**src/rtl/me_mem_loader.sv**
```systemverilog
// Stream loader for the motion-estimation accelerator: writes 256 current-block bytes
// and 1024 search-window bytes into the accelerator memories, starts it and waits for finish.
module me_mem_loader #(
  parameter int DATA_W       = 8,
  parameter int CURR_DEPTH   = 256,
  parameter int SEARCH_DEPTH = 1024,
  parameter int CURR_AW      = 8,
  parameter int SEARCH_AW    = 10,
  parameter int TIMEOUT      = 4096
) (
  input  logic                 clk_i,
  input  logic                 rst_i,
  input  logic                 load_i,
  input  logic                 s_valid_i,
  output logic                 s_ready_o,
  input  logic [DATA_W-1:0]    s_data_i,
  input  logic                 s_last_i,
  output logic                 curr_mem_we_o,
  output logic [CURR_AW-1:0]   curr_mem_waddr_o,
  output logic [DATA_W-1:0]    curr_mem_wdata_o,
  output logic                 search_mem_we_o,
  output logic [SEARCH_AW-1:0] search_mem_waddr_o,
  output logic [DATA_W-1:0]    search_mem_wdata_o,
  output logic                 start_o,
  input  logic                 finish_i,
  input  logic                 busy_i,
  output logic                 done_o,
  output logic                 err_o,
  output logic                 loader_busy_o
);

  // Stream handshake: a byte transfers on a rising edge where s_valid_i and s_ready_o
  // are both high; s_ready_o is registered and only high in the two load states.
  typedef enum logic [2:0] {
    S_IDLE,
    S_LOAD_CURR,
    S_LOAD_SEARCH,
    S_START,
    S_WAIT
  } state_e;

  localparam int WAIT_W = $clog2(TIMEOUT);
  localparam logic [CURR_AW-1:0]   CURR_LAST   = CURR_AW'(CURR_DEPTH - 1);
  localparam logic [SEARCH_AW-1:0] SEARCH_LAST = SEARCH_AW'(SEARCH_DEPTH - 1);
  localparam logic [WAIT_W-1:0]    WAIT_LAST   = WAIT_W'(TIMEOUT - 1);

  state_e               state_q, state_d;
  logic [CURR_AW-1:0]   curr_cnt_q, curr_cnt_d;
  logic [SEARCH_AW-1:0] search_cnt_q, search_cnt_d;
  logic [WAIT_W-1:0]    wait_cnt_q, wait_cnt_d;
  logic                 s_ready_q, s_ready_d;
  logic                 curr_we_q, curr_we_d;
  logic [CURR_AW-1:0]   curr_waddr_q, curr_waddr_d;
  logic [DATA_W-1:0]    curr_wdata_q, curr_wdata_d;
  logic                 search_we_q, search_we_d;
  logic [SEARCH_AW-1:0] search_waddr_q, search_waddr_d;
  logic [DATA_W-1:0]    search_wdata_q, search_wdata_d;
  logic                 start_q, start_d;
  logic                 done_q, done_d;
  logic                 err_q, err_d;
  logic                 busy_q, busy_d;
  logic                 beat_acc;

  assign beat_acc = s_valid_i && s_ready_q;

  always_ff @(posedge clk_i) begin
    if (rst_i) begin
      state_q        <= S_IDLE;
      curr_cnt_q     <= '0;
      search_cnt_q   <= '0;
      wait_cnt_q     <= '0;
      s_ready_q      <= 1'b0;
      curr_we_q      <= 1'b0;
      curr_waddr_q   <= '0;
      curr_wdata_q   <= '0;
      search_we_q    <= 1'b0;
      search_waddr_q <= '0;
      search_wdata_q <= '0;
      start_q        <= 1'b0;
      done_q         <= 1'b0;
      err_q          <= 1'b0;
      busy_q         <= 1'b0;
    end else begin
      state_q        <= state_d;
      curr_cnt_q     <= curr_cnt_d;
      search_cnt_q   <= search_cnt_d;
      wait_cnt_q     <= wait_cnt_d;
      s_ready_q      <= s_ready_d;
      curr_we_q      <= curr_we_d;
      curr_waddr_q   <= curr_waddr_d;
      curr_wdata_q   <= curr_wdata_d;
      search_we_q    <= search_we_d;
      search_waddr_q <= search_waddr_d;
      search_wdata_q <= search_wdata_d;
      start_q        <= start_d;
      done_q         <= done_d;
      err_q          <= err_d;
      busy_q         <= busy_d;
    end
  end

  always_comb begin
    state_d        = state_q;
    curr_cnt_d     = curr_cnt_q;
    search_cnt_d   = search_cnt_q;
    wait_cnt_d     = wait_cnt_q;
    s_ready_d      = s_ready_q;
    curr_we_d      = 1'b0;
    curr_waddr_d   = curr_waddr_q;
    curr_wdata_d   = curr_wdata_q;
    search_we_d    = 1'b0;
    search_waddr_d = search_waddr_q;
    search_wdata_d = search_wdata_q;
    start_d        = 1'b0;
    done_d         = 1'b0;
    err_d          = err_q;

    case (state_q)
      S_IDLE: begin
        s_ready_d = 1'b0;
        if (load_i && !busy_i) begin
          err_d        = 1'b0;
          curr_cnt_d   = '0;
          search_cnt_d = '0;
          s_ready_d    = 1'b1;
          state_d      = S_LOAD_CURR;
        end
      end
      S_LOAD_CURR: begin
        if (beat_acc) begin
          // A frame marker inside the current block is a framing error; the byte is dropped.
          if (s_last_i) begin
            err_d     = 1'b1;
            s_ready_d = 1'b0;
            state_d   = S_IDLE;
          end else begin
            curr_we_d    = 1'b1;
            curr_waddr_d = curr_cnt_q;
            curr_wdata_d = s_data_i;
            if (curr_cnt_q == CURR_LAST) begin
              state_d = S_LOAD_SEARCH;
            end else begin
              curr_cnt_d = curr_cnt_q + CURR_AW'(1);
            end
          end
        end
      end
      S_LOAD_SEARCH: begin
        if (beat_acc) begin
          if (s_last_i != (search_cnt_q == SEARCH_LAST)) begin
            err_d     = 1'b1;
            s_ready_d = 1'b0;
            state_d   = S_IDLE;
          end else begin
            search_we_d    = 1'b1;
            search_waddr_d = search_cnt_q;
            search_wdata_d = s_data_i;
            if (s_last_i) begin
              s_ready_d = 1'b0;
              state_d   = S_START;
            end else begin
              search_cnt_d = search_cnt_q + SEARCH_AW'(1);
            end
          end
        end
      end
      S_START: begin
        start_d    = 1'b1;
        wait_cnt_d = '0;
        state_d    = S_WAIT;
      end
      S_WAIT: begin
        if (finish_i) begin
          done_d  = 1'b1;
          state_d = S_IDLE;
        end else if (wait_cnt_q == WAIT_LAST) begin
          err_d   = 1'b1;
          state_d = S_IDLE;
        end else begin
          wait_cnt_d = wait_cnt_q + WAIT_W'(1);
        end
      end
      default: state_d = S_IDLE;
    endcase

    busy_d = (state_d != S_IDLE);
  end

  assign s_ready_o          = s_ready_q;
  assign curr_mem_we_o      = curr_we_q;
  assign curr_mem_waddr_o   = curr_waddr_q;
  assign curr_mem_wdata_o   = curr_wdata_q;
  assign search_mem_we_o    = search_we_q;
  assign search_mem_waddr_o = search_waddr_q;
  assign search_mem_wdata_o = search_wdata_q;
  assign start_o            = start_q;
  assign done_o             = done_q;
  assign err_o              = err_q;
  assign loader_busy_o      = busy_q;

endmodule

```
**config.mk**
```make
export PLATFORM = sky130hd
export DESIGN_NAME = me_mem_loader
export DESIGN_NICKNAME = d
export VERILOG_FILES = /design/src/rtl/me_mem_loader.sv
export SDC_FILE = /design/constraint.sdc
export NUM_CORES = 1
export LEC_CHECK = 0
export CORE_UTILIZATION = 40
export CTS_CLUSTER_DIAMETER = 30
export DETAILED_ROUTE_END_ITERATION = 10
export PLACE_DENSITY = 0.65
export SETUP_SLACK_MARGIN = 0.05
export SYNTH_ARGS = -nofsm -noshare
export SYNTH_HDL_FRONTEND = slang
export SYNTH_SLANG_ARGS = --single-unit
```
**constraint.sdc**
```tcl
create_clock -name clk_i -period 1.7 [get_ports clk_i]
set_input_delay 0.17 -clock clk_i [delete_from_list [all_inputs] [get_ports clk_i]]
set_output_delay 0.17 -clock clk_i [all_outputs]
set_load 0.01 [all_outputs]
```
**Word level (Yosys, flattened, before mapping)**

Index checks and enable logic that the tools add are counted.

- Output and inout bits: 41
- Latch bits: 0
- Memory bits (read-only): 0
- Bits in writable memories: 0
- Input bits: 15
- Memories kept: 0
- Register bits: 74

- $add $sub $neg: 3
- Multipliers: 0
- Multiplexer cells: 41
- Order comparisons: 0
- Eq/ne operators: 20
- Shifts and indexed selects: 0
- Divide/modulo/power cells: 0
- Bitwise gates (word level): 6
- Reduce and logical (&&, ||, !) cells: 20

Operators with widths:

| kind | number |
|---|---|
| $mux 10 | 4 |
| $mux 8 | 4 |
| $mux 3 | 9 |
| $mux 12 | 2 |
| $ne 2x2->1 const B | 12 |
| $pmux 12 s2 | 1 |
| $pmux 10 s2 | 1 |
| $mux 1 | 16 |
| $pmux 8 s2 | 1 |
| $pmux 3 s5 | 1 |
| $add 12x1->12 const B | 1 |
| $eq 12x12->1 const B | 1 |
| $reduce_and 3->1 | 4 |
| $add 10x1->10 const B | 1 |
| $eq 10x10->1 const B | 1 |
| $reduce_and 5->1 | 2 |
| $add 8x1->8 const B | 1 |
| $eq 8x8->1 const B | 1 |
| $reduce_and 8->1 | 1 |
| $eq 3x2->1 const B | 2 |
| $not 1->1 | 6 |
| $reduce_bool 2->1 | 3 |
| $reduce_bool 3->1 | 2 |
| $reduce_or 3->1 | 2 |
| 10 further kinds | 11 |

**Logic depth before layout (Yosys ltp)**

Gate-level depths: netlist of run 1.

- Depth in word-level cells: 6
- Mapped depth: 8
- Depth with buffers taken out: 6

**Worst setup path before layout of run 1**

No wires, ideal clock.

- Path kind: flip-flop to flip-flop
- Start: register state_q[0]
- End: register curr_cnt_q[5]
- Data required time: 1630 ps
- Data arrival time: 1751 ps
- Cell stages (with the launch flop): 7
- Period minus slack after synthesis: 1821 ps
- Buffers on the path: 1
- Slack: -121 ps
- Path through: dfxtp_1 buf_6 or4b_4 nor2_8 a21oi_4 or4_1 a21oi_1

- Cells in the longest elaborated chain, start to end: 3
- Elaborated cells on any way between the ends: 9

RTL lines:

| element | line | text |
|---|---|---|
| start: declaration | 47 | `state_e state_q, state_d;` |
| start signal: assignment | 84 | `state_q <= state_d;` |
| $eq 3x1->1 / $logic_not 3->1 (equally long branches) | 118 | `case (state_q)` |
| $ne 2x2->1 (no line) / $reduce_bool 2->1 (equally long branches) | n/a |  |
| $reduce_and 5->1 (no line) | n/a |  |
| end signal: assignment | 85 | `curr_cnt_q <= curr_cnt_d;` |
| end: declaration | 48 | `logic [CURR_AW-1:0] curr_cnt_q, curr_cnt_d;` |

Parallel ways exist; a longest one is shown, timed or not.
A chain may end at the register's enable or synchronous reset.

**Final worst setup path of run 1**

- Start: register state_q[1]
- End: register curr_cnt_q[2]

The elaborated chain is that of the path after synthesis.

==> run summary, run 1 <==
flops & latches, synth: 74
Mean Syn Cell Area: 8.692 µm²
reg2reg setup slack: -0.13 ns
Pint: 2.454 mW
CP Class: flip-flop to flip-flop
CTS Buf Count: 9
commonest non-fill, non-tap cell in the layout: buf_4
largest net degree at the start of global routing: 23
clock sink count: 74
multi-input logic area: 1928 µm²
max-cap viol count: 0
H-tree depth: 3
crit-path cells: or4b_4, nor2_8, a21oi_4, buf_4, or3_1, a21oi_2
number of global-route vias before repair: 3050
clock latency on the worst-skew pair: 0.36 ns
routed length per instance: 14.93 µm
Post-synth ARST share: 0%
CP max stage cell: or4b_4
Layout Cells excl Fill: 624
crit-path max cell delay: 0.56 ns
Post-synth top flop: dfxtp_1
max_slew headroom: 72.28%
crit start category: flip-flop
Antenna diodes: 0
metal2 WL: 4403 µm
Final Critical Period: 1.834 ns
Worst Tran Pin Value: 0.4119 ns
Net Count, Synth: 397
root buffer cell: clkbuf_8
Power Dens Cells: 656.6 nW/µm²
RSZ-0062 raised after global routing: true
CP bufs+invs: 1
Reg power frac: 52.7%
Arrival @ worst endpoint: 2.13 ns
sequential area share after synthesis: 44.97%
setup tns final: -0.9865 ns
failing checks: setup timing
endpoints failing setup: 22
Switching Fraction: 26.29%
setup slack after layout: -0.1340 ns
fmax: 0.5453 GHz
Routability Congestion: 0.8449
placed cells: 587
Setup crit start: state_q[1]
share of layout cells above drive strength 1: 30.84%
ANT nets after route: 0
HP Class: input pin to flip-flop
most frequent cells in the layout: buf_4, dfxtp_1, clkdlybuf4s50_1
Synth Cell Area: 3294 µm²
CTS tree: done
Peak VDD IR: 0.3896 mV
initial core utilization: 41.98%
Leak Pwr: 1.829 nW
Area Growth Syn to Fin: 53.93%
Met1 Wirelength: 4156 µm
R2R depth: 6
die height: 92.75 µm
Top Layer Used: met4
Clk network pwr share: 38.6%
crit-path max FO: 5
Pwr Total: 3.330 mW
status: finished, violations left
register area: 1496 µm²
overall routed net length: 9318 µm
GRT Overall Usage: 21.86%
CP Data Required Time: 2.00 ns
Clock Skews: 0.01512 ns
DP HPWL: 6136 µm
combinational power share: 8.8%
worst hold start: s_data_i[3]
die area: 8603 µm²
total grt overflow: 0
Place WS: -0.3620 ns
routed wl met3: 503 µm
Worst R2R End: curr_cnt_q[2]
total number of vias: 3337
FILL cells: 671
Max Buffers Root-to-Sink: 2
first-pass GRT wire length: 14690 µm
Crit. End Element: flip-flop
Slew Limit Fails: 0
Die Wd: 92.75 µm
DRT iter0 DRCs: 234
antenna violations before repair: 0
switching pwr: 875.3 µW
worst hold endpoint: curr_mem_wdata_o[3]
final net count: 535
# DRC: 0
synth warn: 0
synthesized instance count: 379
final period utilization: 107.9%
Port Buffers: 55
area of the core: 7848 µm²
Hold Path Cell Cnt: 3
cts hold-fix bufs: 0
cell family with most CP delay: simple AND/OR/NAND/NOR gates
Cell Rows: 32
clk slew on worst S/H paths: 0.08 ns
Final Hold Viols: 0
Synth cell types: 47
# IOs: 56
vias per cell: 5.348
r2r startpoint: state_q[1]
Initial DRT Pass Iterations: 5
EDFF count, synth: 0
## stage by stage
step           instance area [µm²]  util [%]  hold slack, ns
2_1_floorplan                 3311         -          0.3060
3_3_place_gp                  4418     56.30          0.4437
3_5_place_dp                  4418     56.30          0.4462
4_1_cts                       4875     62.12          0.3721
5_1_grt                       5071     64.62          0.3905
6_report                      5071     64.62          0.3878
## final cells by class
type / instances / area share [%]
inverters: 9 / 0.6662
flip-flops and latches: 74 / 29.51
repair buffers: 146 / 25.64
multi-input cells: 277 / 38.02
clock buffers: 9 / 2.443
clock inverters: 7 / 1.209
well taps: 102 / 2.517
## routing by layer
metal | global-route usage [%] | up-vias
li1 | - | 1633
met3 | 5.008 | 23
met1 | 27.75 | 1563
met5 | 0 | -
met4 | 9.231 | 0
met2 | 35.56 | 118
## power groups by stage
stage                     combinational (mW)  clock (mW)  sequential, mW
after CTS                              0.277        1.33            1.75
final                                  0.292        1.28            1.75
after global routing                   0.310        1.41            1.76
after global placement                 0.249           0            1.79
after floorplan                        0.117           0            1.79
after detailed placement               0.250           0            1.79
## flip-flops by register name (all words and copies together), names as in the netlist
register	count
curr_cnt_q	8
loader_busy_o	1
wait_cnt_q	12
done_o	1
state_q	3
curr_mem_we_o	1
err_o	1
search_mem_we_o	1
curr_mem_wdata_o	8
curr_mem_waddr_o	8
search_cnt_q	10
s_ready_o	1
search_mem_wdata_o	8
start_o	1
search_mem_waddr_o	10
## cells in the mapped netlist, types with 2 or more instances
cell type  instances  share of area, %
o221ai_1           2              0.53
nor4_1             2              0.38
nor2_1            42               4.8
buf_6              3               1.0
nand2_1           43               4.9
a21o_1             2              0.46
mux2i_1           19               5.8
a211oi_1           5               1.1
xor2_1             3              0.80
or2_2              4              0.76
nand3_1           16               2.4
nor3_4             2              0.99
or4_1              9               2.1
o21ai_0           10               1.5
and2_1             2              0.38
and4_1             5               1.3
a21oi_1           41               6.2
nand2b_1           4              0.76
nand4_1            8               1.5
buf_2              6              0.91
dfxtp_1           74                45
nor3_1             8               1.2
a31oi_1            2              0.38
ha_1               3               1.1
clkbuf_1          10               1.1
inv_1              9               1.0
or3_1             10               1.9
o31ai_1            9               2.1
nor3b_1            2              0.46
xnor2_1            7               1.9
## worst register-to-register path, cell delays in order, from the launching register on
cell	delay (ns)
dfxtp_2	0.35
or4b_4	0.56
nor2_8	0.18
a21oi_4	0.06
buf_4	0.16
or3_1	0.34
a21oi_2	0.13
## how the worst max path moves through the flow
stage	slack, ns	depth (start not counted)	end
4_1_cts	-0.08	5	curr_cnt_q[7]
6_report	-0.13	6	curr_cnt_q[2]
2_1_floorplan	-0.1	6	curr_cnt_q[5]
3_5_place_dp	-0.36	6	search_cnt_q[6]
3_3_place_gp	-0.33	6	curr_cnt_q[5]
5_1_grt	-0.18	6	curr_cnt_q[2]
## kinds of logic (layout without fill, tap and decap cells)
kind of cell / after synthesis / in the layout / synth area share (%)
AOI/OAI and AO/OA: 80 / 81 / 14.96
xor gates and xnor gates: 10 / 10 / 2.659
adders and majority gates: 3 / 3 / 1.140
buffers and inverters: 29 / 171 / 4.330
DFF: 74 / 74 / 44.97
muxes: 19 / 19 / 5.773
and+or+nand+nor: 164 / 164 / 26.17
## timing repair
| action | 4_1_cts | 5_1_grt |
|---|---|---|
| endpoints found under the setup margin | 56 | 69 |
| pin swaps | 12 | 15 |
| gates resized for setup | 34 | 33 |
| cloned | 3 | 0 |
| setup buffers | 12 | 6 |
Power figures use the tool's default switching activity.
==> run 2: changes to the inputs <==
CELL_PAD_IN_SITES_DETAIL_PLACEMENT = 1   (was default)
CELL_PAD_IN_SITES_GLOBAL_PLACEMENT = 1   (was default)
CORE_UTILIZATION = 36   (was 40)
PLACE_DENSITY = default   (was 0.65)
PLACE_DENSITY_LB_ADDON = 0.1   (was default)
RECOVER_POWER = 25   (was default)
REMOVE_ABC_BUFFERS = 1   (was default)
==> run summary, run 2 (same netlist as run 1, synthesis figures left out) <==
setup slack after layout: -0.1882 ns
first-pass GRT wire length: 16630 µm
number of global-route vias before repair: 3482
share of layout cells above drive strength 1: 34.86%
vias per cell: 5.452
max_slew headroom: 61.15%
max-cap viol count: 0
# IOs: 56
Max Buffers Root-to-Sink: 2
Slew Limit Fails: 0
Crit. End Element: flip-flop
post-layout util: 60.10%
reg2reg setup slack: -0.19 ns
Cell Rows: 34
most frequent cells in the layout: buf_4, dfxtp_1, clkdlybuf4s50_1
Pwr Total: 3.379 mW
Largest register FFs: 12
total grt overflow: 0
Clock Skews: 0.01125 ns
Routability Congestion: 0.8182
die area: 9537 µm²
CP most frequent cell: buf_4
Area Growth Syn to Fin: 60.65%
CP max stage cell: or4b_4
Leak Pwr: 1.881 nW
clock sink count: 74
Peak VDD IR: 0.5330 mV
area of the core: 8806 µm²
Arrival @ worst endpoint: 2.13 ns
largest net degree at the start of global routing: 34
ANT nets after route: 0
final net count: 538
Die Wd: 97.66 µm
fmax: 0.5296 GHz
initial core utilization: 37.41%
worst hold start: rst_i
GRT Overall Usage: 21.69%
# DRC: 14
failing checks: DRC, setup timing
Power Dens Cells: 638.4 nW/µm²
r2r startpoint: state_q[1]
H-tree depth: 3
crit-path max cell delay: 0.56 ns
routed length per instance: 18.52 µm
commonest non-fill, non-tap cell in the layout: buf_4
CTS tree: done
RSZ-0062 raised after global routing: true
crit-path cells: or4b_4, nor2_8, buf_4, buf_4, or2_4, clkbuf_16, nor2_1
Final Hold Viols: 0
HP Class: input pin to flip-flop
Initial DRT Pass Iterations: 7
total number of vias: 3451
Worst Tran Pin Value: 0.5814 ns
clk slew on worst S/H paths: 0.09 ns
crit-path max FO: 7
CTS Buf Count: 9
die height: 97.66 µm
DP HPWL: 6693 µm
status: finished, violations left
design area: 5293 µm²
Port Buffers: 55
Top reg by flops: wait_cnt_q
overall routed net length: 11720 µm
placed cell area: 4484 µm²
crit start category: flip-flop
final period utilization: 111.1%
clock latency on the worst-skew pair: 0.35 ns
Final Critical Period: 1.888 ns
CP Data Required Time: 1.95 ns
Antenna diodes: 0
DRT iter0 DRCs: 103
Setup crit start: state_q[1]
root buffer cell: clkbuf_8
CP Class: flip-flop to flip-flop
endpoints failing setup: 51
antenna violations before repair: 0
run 2: changes by cell type in the layout (fill, tap and decap cells not counted), moves of 5 or more:
cell and change:
a21oi_1 -5, a21oi_2 +5, buf_4 -7, buf_6 +6
run 2: critical path, delay by kind of cell, from the launching register on:
kind,cells,cell delay [ns]
buffers and inverters,3,0.49
AND/OR/NAND/NOR,4,0.93
flip-flops,1,0.37
run 2: stage by stage:
step / cells / setup TNS [ns] / hold slack, ns / setup WS [ns]
2_1_floorplan: 359 / -30.66 / 0.2391 / -1.553
3_3_place_gp: 597 / -9.963 / 0.4419 / -0.3418
3_5_place_dp: 597 / -12.06 / 0.4466 / -0.3715
4_1_cts: 623 / -2.263 / 0.1971 / -0.1347
5_1_grt: 633 / -6.949 / 0.2192 / -0.2156
6_report: 633 / -4.802 / 0.2104 / -0.1882
run 2: final cells by class:
type	count	area [µm²]
timing repair buffer	149	1408
fill	993	3513
sequential	74	1498
tap	108	135.1
clock buffer	10	137.6
inverter	9	37.54
clock inverter	6	48.80
multi-input combinational	277	2028
run 2: metal layers:
metal | vias to the layer above | wire (µm) | GRT usage, % | share of wire [%]
met5 | - | 0 | 0 | 0
li1 | 1653 | - | - | -
met4 | 0 | 256 | 5.828 | 2.2
met1 | 1703 | 5022 | 25.96 | 43
met3 | 24 | 308 | 4.820 | 2.6
met2 | 71 | 6132 | 38.84 | 52
run 2: repair_timing:
action                     4_1_cts  5_1_grt
hold buffers                     0        0
pin swaps                       25       25
cloned                           1        4
setup endpoints to repair       69       70
hold endpoints to repair         0        0
resized for setup               45       49
setup buffers                    9        7
run 2: final timing paths:
| path | cells past startpoint | end |
|---|---|---|
| worst max-delay path | 7 | search_cnt_q[9] |
| worst min-delay path | 2 | search_mem_waddr_o[3] |
| worst min register to register | 2 | curr_mem_wdata_o[5] |
| worst max register to register | 7 | search_cnt_q[9] |
run 2: where the power goes:
group	leakage, nW	internal, mW	switching (mW)
registers	0.602	1.74	0.0113
logic	1.19	0.163	0.160
clock network	0.0855	0.582	0.721
total	1.88	2.49	0.892
==> run 3: changes to the inputs <==
ABC_CLOCK_PERIOD_IN_PS = 1700   (was default)
CTS_CLUSTER_SIZE = 8   (was default)
==> results of run 3 <==
Final layout, timing and power as in run 2 (identical DEF).
